[src/rtl/iob_piso_ctrl.sv]
// iob_piso_ctrl
//   Sequencer for an external parallel-in/serial-out shift register (MSB first).
//   Takes words over a valid/ready handshake, loads the PISO, then issues one
//   shift enable per bit period until the programmed number of bits has been
//   sent. Frames can run back-to-back with no idle cycle between them.
//
// Parameters
//   DATA_W  PISO width
//   DIV_W   width of the bit-period divisor
//   NB_W    width of the bit-count config (derived, do not override)
//
// Ports
//   clk, rst    clock (rising edge), synchronous active-high reset
//   cfg_div     bit period = cfg_div+1 clocks, sampled when a word is accepted
//   cfg_nbits   bits per frame, sampled at accept; 0 or >DATA_W means DATA_W
//   abort       ends the current frame immediately, no done pulse
//   in_valid    source word valid
//   in_data     source word; the frame is its top nbits, MSB first
//   in_ready    a word can be accepted this cycle
//   piso_ld     PISO parallel-load strobe
//   piso_en     PISO shift strobe
//   piso_p_in   PISO parallel data (in_data passed straight through)
//   tx_active   PISO serial output currently holds a frame bit
//   bit_stb     first cycle of each bit period
//   done        last cycle of the last bit of a frame
module iob_piso_ctrl #(
  parameter int DATA_W = 32,
  parameter int DIV_W  = 16,
  parameter int NB_W   = $clog2(DATA_W) + 1
) (
  input  logic              clk,
  input  logic              rst,
  input  logic [DIV_W-1:0]  cfg_div,
  input  logic [NB_W-1:0]   cfg_nbits,
  input  logic              abort,
  input  logic              in_valid,
  input  logic [DATA_W-1:0] in_data,
  output logic              in_ready,
  output logic              piso_ld,
  output logic              piso_en,
  output logic [DATA_W-1:0] piso_p_in,
  output logic              tx_active,
  output logic              bit_stb,
  output logic              done
);

  typedef enum logic {IDLE, SHIFT} state_t;

  state_t            state, state_nxt;
  logic [DIV_W-1:0]  div_cnt, div_cnt_nxt;
  logic [DIV_W-1:0]  div_q, div_q_nxt;
  logic [NB_W-1:0]   bit_cnt, bit_cnt_nxt;
  logic [NB_W-1:0]   nb_q, nb_q_nxt;
  logic              shifting, period_end, last, ready_int, accept;

  // Out-of-range bit counts fall back to a full-width frame.
  function automatic logic [NB_W-1:0] clamp_nbits(input logic [NB_W-1:0] n);
    if (n == '0 || n > NB_W'(DATA_W)) return NB_W'(DATA_W);
    return n;
  endfunction

  assign shifting   = (state == SHIFT);
  assign period_end = shifting & (div_cnt == div_q);
  assign last       = period_end & (bit_cnt == nb_q - NB_W'(1));
  // Ready on the last cycle of a frame lets the next word load as the final
  // bit leaves, so consecutive frames have no gap.
  assign ready_int  = ~rst & ~abort & (~shifting | last);
  assign accept     = in_valid & ready_int;

  assign in_ready  = ready_int;
  assign piso_ld   = accept;
  // The final bit period never shifts: the PISO is either reloaded or idle.
  assign piso_en   = ~rst & ~abort & period_end & ~last;
  assign piso_p_in = in_data;
  assign tx_active = ~rst & shifting;
  assign bit_stb   = ~rst & shifting & (div_cnt == '0);
  assign done      = ~rst & ~abort & last;

  always_comb begin
    state_nxt   = state;
    div_cnt_nxt = div_cnt;
    bit_cnt_nxt = bit_cnt;
    div_q_nxt   = div_q;
    nb_q_nxt    = nb_q;
    if (abort) begin
      state_nxt   = IDLE;
      div_cnt_nxt = '0;
      bit_cnt_nxt = '0;
    end else if (accept) begin
      state_nxt   = SHIFT;
      div_cnt_nxt = '0;
      bit_cnt_nxt = '0;
      div_q_nxt   = cfg_div;
      nb_q_nxt    = clamp_nbits(cfg_nbits);
    end else if (last) begin
      state_nxt   = IDLE;
      div_cnt_nxt = '0;
      bit_cnt_nxt = '0;
    end else if (period_end) begin
      div_cnt_nxt = '0;
      bit_cnt_nxt = bit_cnt + NB_W'(1);
    end else if (shifting) begin
      div_cnt_nxt = div_cnt + DIV_W'(1);
    end
  end

  always_ff @(posedge clk) begin
    if (rst) begin
      state   <= IDLE;
      div_cnt <= '0;
      bit_cnt <= '0;
    end else begin
      state   <= state_nxt;
      div_cnt <= div_cnt_nxt;
      bit_cnt <= bit_cnt_nxt;
    end
  end

  // Frame configuration is only meaningful while SHIFT, so it needs no reset.
  always_ff @(posedge clk) begin
    div_q <= div_q_nxt;
    nb_q  <= nb_q_nxt;
  end

endmodule

[config.mk]
export PLATFORM = sky130hd
export DESIGN_NAME = iob_piso_ctrl
export DESIGN_NICKNAME = d
export VERILOG_FILES = /design/src/rtl/iob_piso_ctrl.sv
export SDC_FILE = /design/constraint.sdc
export NUM_CORES = 1
export LEC_CHECK = 0
export ABC_CLOCK_PERIOD_IN_PS = 5000
export BUFFER_PORTS_ARGS = -buffer_cell sky130_fd_sc_hd__buf_2
export CAP_MARGIN = 30
export CORE_AREA = 2 2 74 76
export DETAILED_ROUTE_END_ITERATION = 8
export DIE_AREA = 0 0 76 78
export GPL_ROUTABILITY_DRIVEN = 0
export GPL_TIMING_DRIVEN = 0
export HOLD_SLACK_MARGIN = 0.1
export PLACE_DENSITY = 0.79
export SYNTH_ARGS = -nofsm -noshare
export SYNTH_HDL_FRONTEND = slang
export SYNTH_SLANG_ARGS = --single-unit
[constraint.sdc]
create_clock -name clk -period 5 [get_ports clk]
set_input_delay 0.25 -clock clk [delete_from_list [all_inputs] [get_ports clk]]
set_output_delay 0.25 -clock clk [all_outputs]
set_load 0.05 [all_outputs]
### Word level (Yosys, flattened, before mapping)

Index checks and enable logic that the tools add are counted.

| word-level totals | value |
|---|---|
| logic and storage cells | 41 |
| flip-flop bits (word level) | 45 |
| bits of input ports | 58 |
| output and inout bits | 38 |

| cells by class | value |
|---|---|
| order comparisons | 1 |
| reductions and logical operators | 8 |
| bitwise logic cells | 15 |
| equality and inequality tests | 2 |
| add/sub/neg operators | 3 |
| mux-type cells | 7 |

Operator list:

| cell | number |
|---|---|
| adder 16 x 1 -> 16 bit, second input constant | 1 |
| equality test 16 bit | 1 |
| zero test 16 bit | 1 |
| two-way mux 6 bit | 2 |
| AND 1 bit | 10 |
| adder 6 x 1 -> 6 bit, second input constant | 1 |
| equality test 6 bit | 1 |
| > comparator 6 bit, second input constant | 1 |
| zero test 6 bit | 1 |
| subtractor 6 x 1 -> 6 bit, second input constant | 1 |
| two-way mux 1 bit | 5 |
| OR reduction 5 bit | 1 |
| inverter 1 bit | 4 |
| OR reduction 4 bit | 1 |
| AND reduction 2 bit | 1 |
| nonzero test 2 bit | 1 |
| OR reduction 2 bit | 1 |
| logical OR 1 bit | 1 |
| OR 1 bit | 1 |

### Depth between registers and ports, before layout

Gate-level depths: netlist of the first run.

| logic depth | value |
|---|---|
| word-level depth | 9 |
| depth in mapped cells | 8 |
| gate-level depth less buffers | 8 |

### Worst setup path after synthesis of the first run

No wires, ideal clock.

| path | value |
|---|---|
| kind | reg2out |
| start | register state, in the netlist shifting |
| end | output port bit_stb |
| stages on the path, launching flop included | 5 |
| data arrival time | 3.279 ns |
| required time | 4.750 ns |
| setup slack | 1.471 ns |
| buffers on the path | 1 |
| path through | dfxtp_1 clkbuf_1 nor2b_1 nand4_1 nor4b_1 |

| on the way | value |
|---|---|
| longest elaborated chain between the ends | 2 |

Ends and longest elaborated chain:

| element | line | RTL |
|---|---|---|
| start: declaration | 49 | `state_t state, state_nxt;` |
| start signal: assignment | 113 | `state <= state_nxt;` |
| AND 1 bit | -- |  |
| net tx_active | 42 | `output logic tx_active,` |
| AND 1 bit | 76 | `assign bit_stb = ~rst & shifting & (div_cnt == '0);` |
| end: declaration | 43 | `output logic bit_stb,` |

The timed path passes the listed nets, and every way through them passes these cells.

### Worst setup path after layout of the first run

| path | value |
|---|---|
| start | register nb_q[0] |
| end | register div_q[13] (enable) |

| on the way | value |
|---|---|
| longest elaborated chain between the ends | 7 |

Ends and longest elaborated chain:

| element | line | RTL |
|---|---|---|
| start: declaration | 53 | `logic [NB_W-1:0] nb_q, nb_q_nxt;` |
| start signal: assignment | 122 | `nb_q <= nb_q_nxt;` |
| subtractor 6 x 1 -> 6 bit | 64 | `assign last = period_end & (bit_cnt == nb_q - NB_W'(1));` |
| equality test 6 bit | 64 |  |
| AND 1 bit | 64 |  |
| OR 1 bit | 67 | `assign ready_int = ~rst & ~abort & (~shifting \| last);` |
| AND 1 bit | 67 |  |
| AND 1 bit | 68 | `assign accept = in_valid & ready_int;` |
| AND reduction 2 bit (no line) | -- |  |
| end signal: assignment | 121 | `div_q <= div_q_nxt;` |
| end: declaration | 51 | `logic [DIV_W-1:0] div_q, div_q_nxt;` |

No other way between the ends.
A chain may end at the register's enable or synchronous reset.

==> results of run 1 <==
-- critical path: cells and delay by family, from the launching register on --
| kind | cells | cell delay (ns) |
|---|---|---|
| simple gates | 4 | 1.77 |
| compound gates | 2 | 0.65 |
| flops | 1 | 0.44 |
-- metrics by stage --
stage	cell area [µm²]	setup WS, ns
5_1_grt	2948	1.543
3_3_place_gp	2860	1.786
6_report	2948	1.757
3_5_place_dp	2860	1.762
4_1_cts	2948	1.741
2_1_floorplan	2457	1.471
-- flip-flops by register name, indices dropped and copies added, names as in the netlist --
| signal | cells |
|---|---|
| shifting | 1 |
| nb_q | 6 |
| bit_cnt | 6 |
| div_q | 16 |
| div_cnt | 16 |
-- placed cells by master, fill, tap and decap left out, drive strengths merged, types with 10 or more instances in the layout --
| master | instances |
|---|---|
| clkbuf | 10 |
| nor2 | 22 |
| xor2 | 18 |
| inv | 12 |
| nand2 | 15 |
| buf | 96 |
| edfxtp | 22 |
| nand4 | 10 |
| dfxtp | 23 |
| xnor2 | 21 |
-- layout make-up --
type | count | area [µm²] | area share [%]
well taps | 70 | 87.58 | 2.971
repair buffers | 63 | 315.3 | 10.70
clock inverters | 2 | 15.01 | 0.5093
multi-input cells | 151 | 1030 | 34.93
clock buffers | 6 | 72.57 | 2.462
flip-flops and latches | 45 | 1121 | 38.03
plain buffers | 37 | 261.5 | 8.871
inverters | 12 | 45.04 | 1.528
-- routing by layer --
layer	part of all wire [%]	vias up	wire length, µm	track usage (%)
li1	-	953	-	-
met1	44	801	1970	19.02
met2	47	82	2112	28.66
met3	8.1	4	361	4.186
met4	0.89	0	40	4.545
met5	0	-	0	0
-- worst max-delay path by stage --
stage / cells past startpoint / startpoint / to / slack [ns]
finish: 6 / nb_q[0] / div_q[13] / 1.76
global route: 6 / nb_q[0] / div_q[9] / 1.54
CTS: 6 / nb_q[0] / div_q[8] / 1.74
detailed placement: 6 / nb_q[0] / div_q[8] / 1.76
global placement: 6 / nb_q[0] / div_q[9] / 1.79
floorplan: 4 / shifting / bit_stb / 1.47
-- power breakdown --
group / switching, mW / internal (mW) / total [mW] / leakage, nW
clock: 0.121 / 0.0984 / 0.220 / 0.0374
combinational: 0.0790 / 0.0424 / 0.121 / 0.751
sequential: 0.00262 / 0.393 / 0.395 / 0.388
-- cells by family after synthesis --
logic type                 Yosys count  share of synthesized area [%]
DFF                                 45                          45.62
AOI/OAI and AO/OA                   19                          6.212
adders and majority gates            4                          2.037
xor gates and xnor gates            39                          13.90
buffers and inverters               49                          12.47
muxes                                1                         0.4073
and+or+nand+nor                     88                          19.35
==> results_dict.tcl, run 1 <==
set metrics [dict create \
    hold_class "input pin to register" \
    post-cts-setup-buffer-count 0 \
    whs_ns 0.1253 \
    nFillCells 421 \
    synth_area_leaders "edfxtp_1 27%, dfxtp_1 19%, buf_4 9.8%" \
    utilization_pct 58.46 \
    synth_top_cell_by_area "edfxtp_1" \
    rsz0062_at_grt "false" \
    syn_nets 307 \
    yosysWarnings 0 \
    drt_first_pass_iters 4 \
    synthFlopType "dfxtp_1" \
    die_w_um 76 \
    cts_resized 0 \
    fp-row-count 26 \
    wl_per_cell_um 11.62 \
    worstMarginPinSlew_ns 0.8832 \
    synth.distinct_cells 41 \
    whs_path_depth 1 \
    coreArea_um2 5042 \
    nets 377 \
    totalWireLength_um 4484 \
    dp_cells 378 \
    period_needed_ns 3.243 \
    worst-setup-path-type "register to register" \
    area_growth_pct 19.96 \
    antenna_cells 0 \
    hold_viol 0 \
    syn_inst 245 \
    syn-cell-area_um2 2457 \
    clockBufferDepth 2 \
    ir_drop_uv 208.7 \
    worst-r2r-setup-slack_ns 1.76 \
    min_to "div_q[5]" \
    synth_common_cells "32 x buf_4, 23 x dfxtp_1, 22 x edfxtp_1, 22 x nor2_1, 21 x xnor2_1" \
    worstPathMaxFanout 22 \
    numCtsBuffers 5 \
    slew_headroom_pct 41.12 \
    layout_worst_path_cycle_share_pct 64.86 \
    netlist.area_leader.share_pct 26.88 \
    antenna_found_initial 0 \
    ant_nets 0 \
    drt-initial-drc-count 29 \
    crit_chain "or4_4 > or3_4 > a2111oi_4 > nand2_2 > o21ai_2 > and3_1" \
    grt_pass1_wl_um 7721 \
    grt_overflow 0 \
    drv_cap 0 \
    hold_start "cfg_div[5]" \
    slowest_stage "and3_1" \
    setup_viol 0 \
    cp_data_arrival_time_ns 3.17 \
    finalNonFillerCells 386 \
    fmax_ghz 0.3083 \
    r2r_start "nb_q[0]" \
    p_per_area_nw_per_um2 249.8 \
    h-tree-depth 2 \
    grt_pass1_vias 1755 \
    via_count 1840 \
    synth_enable_flop_cells 22 \
    cp.required_ns 4.92 \
    hold_buffers 0 \
    max_stage_delay_ns 0.77 \
    skew_ns 0.008760 \
    ys_seq_area_share_pct 45.62 \
    ys_async_sr_fraction_pct 0 \
    slew_viol_final 0 \
    power.leakage_nw 1.176 \
    grt_start_max_net_pins 23 \
    viasPerCell 4.767 \
    avgSynthCellArea_um2 10.03 \
    clkSinkCount 45 \
    regToRegEndpoint "div_q[13]" \
    end_kind "register" \
    rr_worst_depth 6 \
    outcome "completed" \
    drc 0 \
    hpwl_um 3531 \
    finalPower_mw 0.7363 \
    final.setup.tns_ns 0 \
    ys_ff_latch 45 \
    start_util_pct 48.73 \
    dieArea_um2 5928 \
    cp-start-kind "register" \
    cts_tree "done" \
    worstSkewPairLatency_ns 0.30 \
    synth.most_common_cell "buf_4" \
    track_usage_pct 16.01 \
    cts_root_buffer "clkbuf_8" \
    die_y_um 78 \
    layout-drive-gt1-share_pct 35.13 \
    port_buffers 63 \
    io-pin-count 96 \
    clk_pin_slew_worst_paths_ns 0.08 \
]
Power figures use the tool's default switching activity.
==> run 2, diff against run 1 <==
--- a/config.mk
+++ b/config.mk
@@ -5,7 +5,7 @@
 export SDC_FILE = /design/constraint.sdc
 export NUM_CORES = 1
 export LEC_CHECK = 0
-export ABC_CLOCK_PERIOD_IN_PS = 5000
+export ABC_CLOCK_PERIOD_IN_PS = 3200
 export BUFFER_PORTS_ARGS = -buffer_cell sky130_fd_sc_hd__buf_2
 export CAP_MARGIN = 30
 export CORE_AREA = 2 2 74 76
==> constraint.sdc (replaced) <==
create_clock -name clk -period 3.2 [get_ports clk]
set_input_delay 0.16 -clock clk [delete_from_list [all_inputs] [get_ports clk]]
set_output_delay 0.16 -clock clk [all_outputs]
set_load 0.05 [all_outputs]
==> results_dict.tcl, run 2 (synthesis gave the netlist of run 1 again) <==
set metrics [dict create \
    h-tree-depth 2 \
    power.leakage_nw 1.252 \
    cp_data_arrival_time_ns 2.84 \
    whs_path_depth 3 \
    use_met1_pct 18.64 \
    utilization_pct 61.66 \
    ant_nets 0 \
    use_met3_pct 5.581 \
    ir_drop_uv 311.0 \
    fp-row-count 26 \
    grt_start_max_net_pins 23 \
    hold_viol 0 \
    grt_pass1_wl_um 8666 \
    p_per_area_nw_per_um2 372.2 \
    io-pin-count 96 \
    worstPathMaxFanout 4 \
    post-cts-setup-buffer-count 0 \
    cp-start-kind "register" \
    hpwl_um 3882 \
    setup_viol 0 \
    grt_pass1_vias 1991 \
    area_growth_pct 26.53 \
    critPathTopFamily "simple AND/OR/NAND/NOR gates" \
    fmax_ghz 0.3328 \
    hold_start "in_valid" \
    most-common-layout-cells "64 x buf_2, 32 x buf_4, 23 x dfxtp_1" \
    antenna_cells 0 \
    worstMarginPinSlew_ns 0.5261 \
    totalWireLength_um 5475 \
    worst-r2r-setup-slack_ns 0.23 \
    drc 0 \
    finalNonFillerCells 402 \
    viasPerCell 5.052 \
    grt_overflow 0 \
    slew_headroom_pct 64.63 \
    layout-drive-gt1-share_pct 33.73 \
    drt_first_pass_iters 4 \
    rr_worst_depth 6 \
    slew_viol_final 0 \
    coreArea_um2 5042 \
    layout_worst_path_cycle_share_pct 93.90 \
    drt-initial-drc-count 52 \
    grt-busiest-layer "met2" \
    cts_root_buffer "clkbuf_8" \
    dieArea_um2 5928 \
    antenna_found_initial 0 \
    nets 393 \
    hold_class "input pin to register" \
    track_usage_pct 18.54 \
    multi_input_area_um2 1037 \
    crit_chain "or4_4 > or3_4 > a2111oi_4 > nand2_2 > o21ai_2 > and3_1 > buf_2" \
    grtUsageMet2_pct 33.57 \
    outcome "completed" \
    r2r_start "nb_q[0]" \
    die_w_um 76 \
    cts_tree "done" \
    worst_slack_ns 0.1951 \
    layout_commonest_cell "buf_2" \
    clockBufferDepth 2 \
    wl_per_cell_um 13.62 \
    dp_cells 378 \
    worstSkewPairLatency_ns 0.30 \
    rsz0062_at_grt "false" \
    end_kind "primary output" \
    critPathBufInv 1 \
    slowest_stage "or4_4" \
    cp.required_ns 3.04 \
    clk_pin_slew_worst_paths_ns 0.07 \
    period_needed_ns 3.005 \
    numCtsBuffers 5 \
    port_buffers 63 \
    start_util_pct 48.73 \
    seq_area_um2 1121 \
    skew_ns 0.006326 \
    worst-setup-path-type "register to primary output" \
    place_ws_ns -0.07592 \
    die_y_um 78 \
    clkSinkCount 45 \
    drv_cap 0 \
    max_stage_delay_ns 0.55 \
    reg.largest.list "div_cnt (16), div_q (16)" \
    nFillCells 387 \
    final.setup.tns_ns 0 \
    regToRegEndpoint "div_q[5]" \
    via_count 2031 \
    min_to "shifting" \
]
## run 2: cell types whose count changed in the layout (fill, tap and decap cells not counted), sizes merged
cell | previous run | this run
clkinvlp | 2 | 0
clkbuf | 10 | 9
clkinv | 0 | 3
dlygate4sd3 | 0 | 16
## run 2: worst max-delay path by stage
stage | to | from | cells past startpoint
after floorplan | div_q[0] | nb_q[0] | 6
after global placement | div_q[9] | nb_q[0] | 6
after detailed placement | div_q[9] | nb_q[0] | 6
after CTS | piso_ld | nb_q[0] | 7
after global routing | piso_ld | nb_q[0] | 7
final | piso_ld | nb_q[0] | 7
## run 2: cell type report
| cell class | instances | share of cell area [%] |
|---|---|---|
| Clock buffer | 5 | 2.213 |
| Inverter | 12 | 1.449 |
| Tap cell | 70 | 2.817 |
| Buffer | 37 | 8.410 |
| Sequential cell | 45 | 36.06 |
| Multi-Input combinational cell | 151 | 33.36 |
| Timing Repair Buffer | 79 | 15.29 |
| Clock inverter | 3 | 0.4024 |
## run 2: routing by layer
metal	routed length [µm]	share of wire, %
met2	2760	50
met4	234	4.3
met3	453	8.3
met5	0	0
met1	2026	37
## run 2: report_power, final
group	switching [mW]	internal (mW)	total (mW)
clock	0.184	0.147	0.331
sequential	0.00470	0.613	0.618
combinational	0.129	0.0794	0.209
## run 2: stage by stage
| step | power [mW] | cell area, µm² | hold slack (ns) |
|---|---|---|---|
| after floorplan | 0.7790 | 2464 | 0.2589 |
| after global placement | 0.8190 | 2867 | 0.3362 |
| after detailed placement | 0.8230 | 2867 | 0.3381 |
| after CTS | 1.158 | 3109 | 0.1398 |
| after global routing | 1.193 | 3109 | 0.1666 |
| final | 1.157 | 3109 | 0.1517 |
## run 2: what timing repair did
item / CTS / global route
hold endpoints to repair: 16 / 0
endpoints found under the setup margin: 22 / 0
resized for setup: 1 / 0
hold buffers: 16 / 0
## run 2: tightest hold or removal path: cells and delay by family
| kind | cells | cell delay, ns |
|---|---|---|
| buffers and inverters | 2 | 0.18 |
| AO/OA/AOI/OAI | 1 | 0.06 |
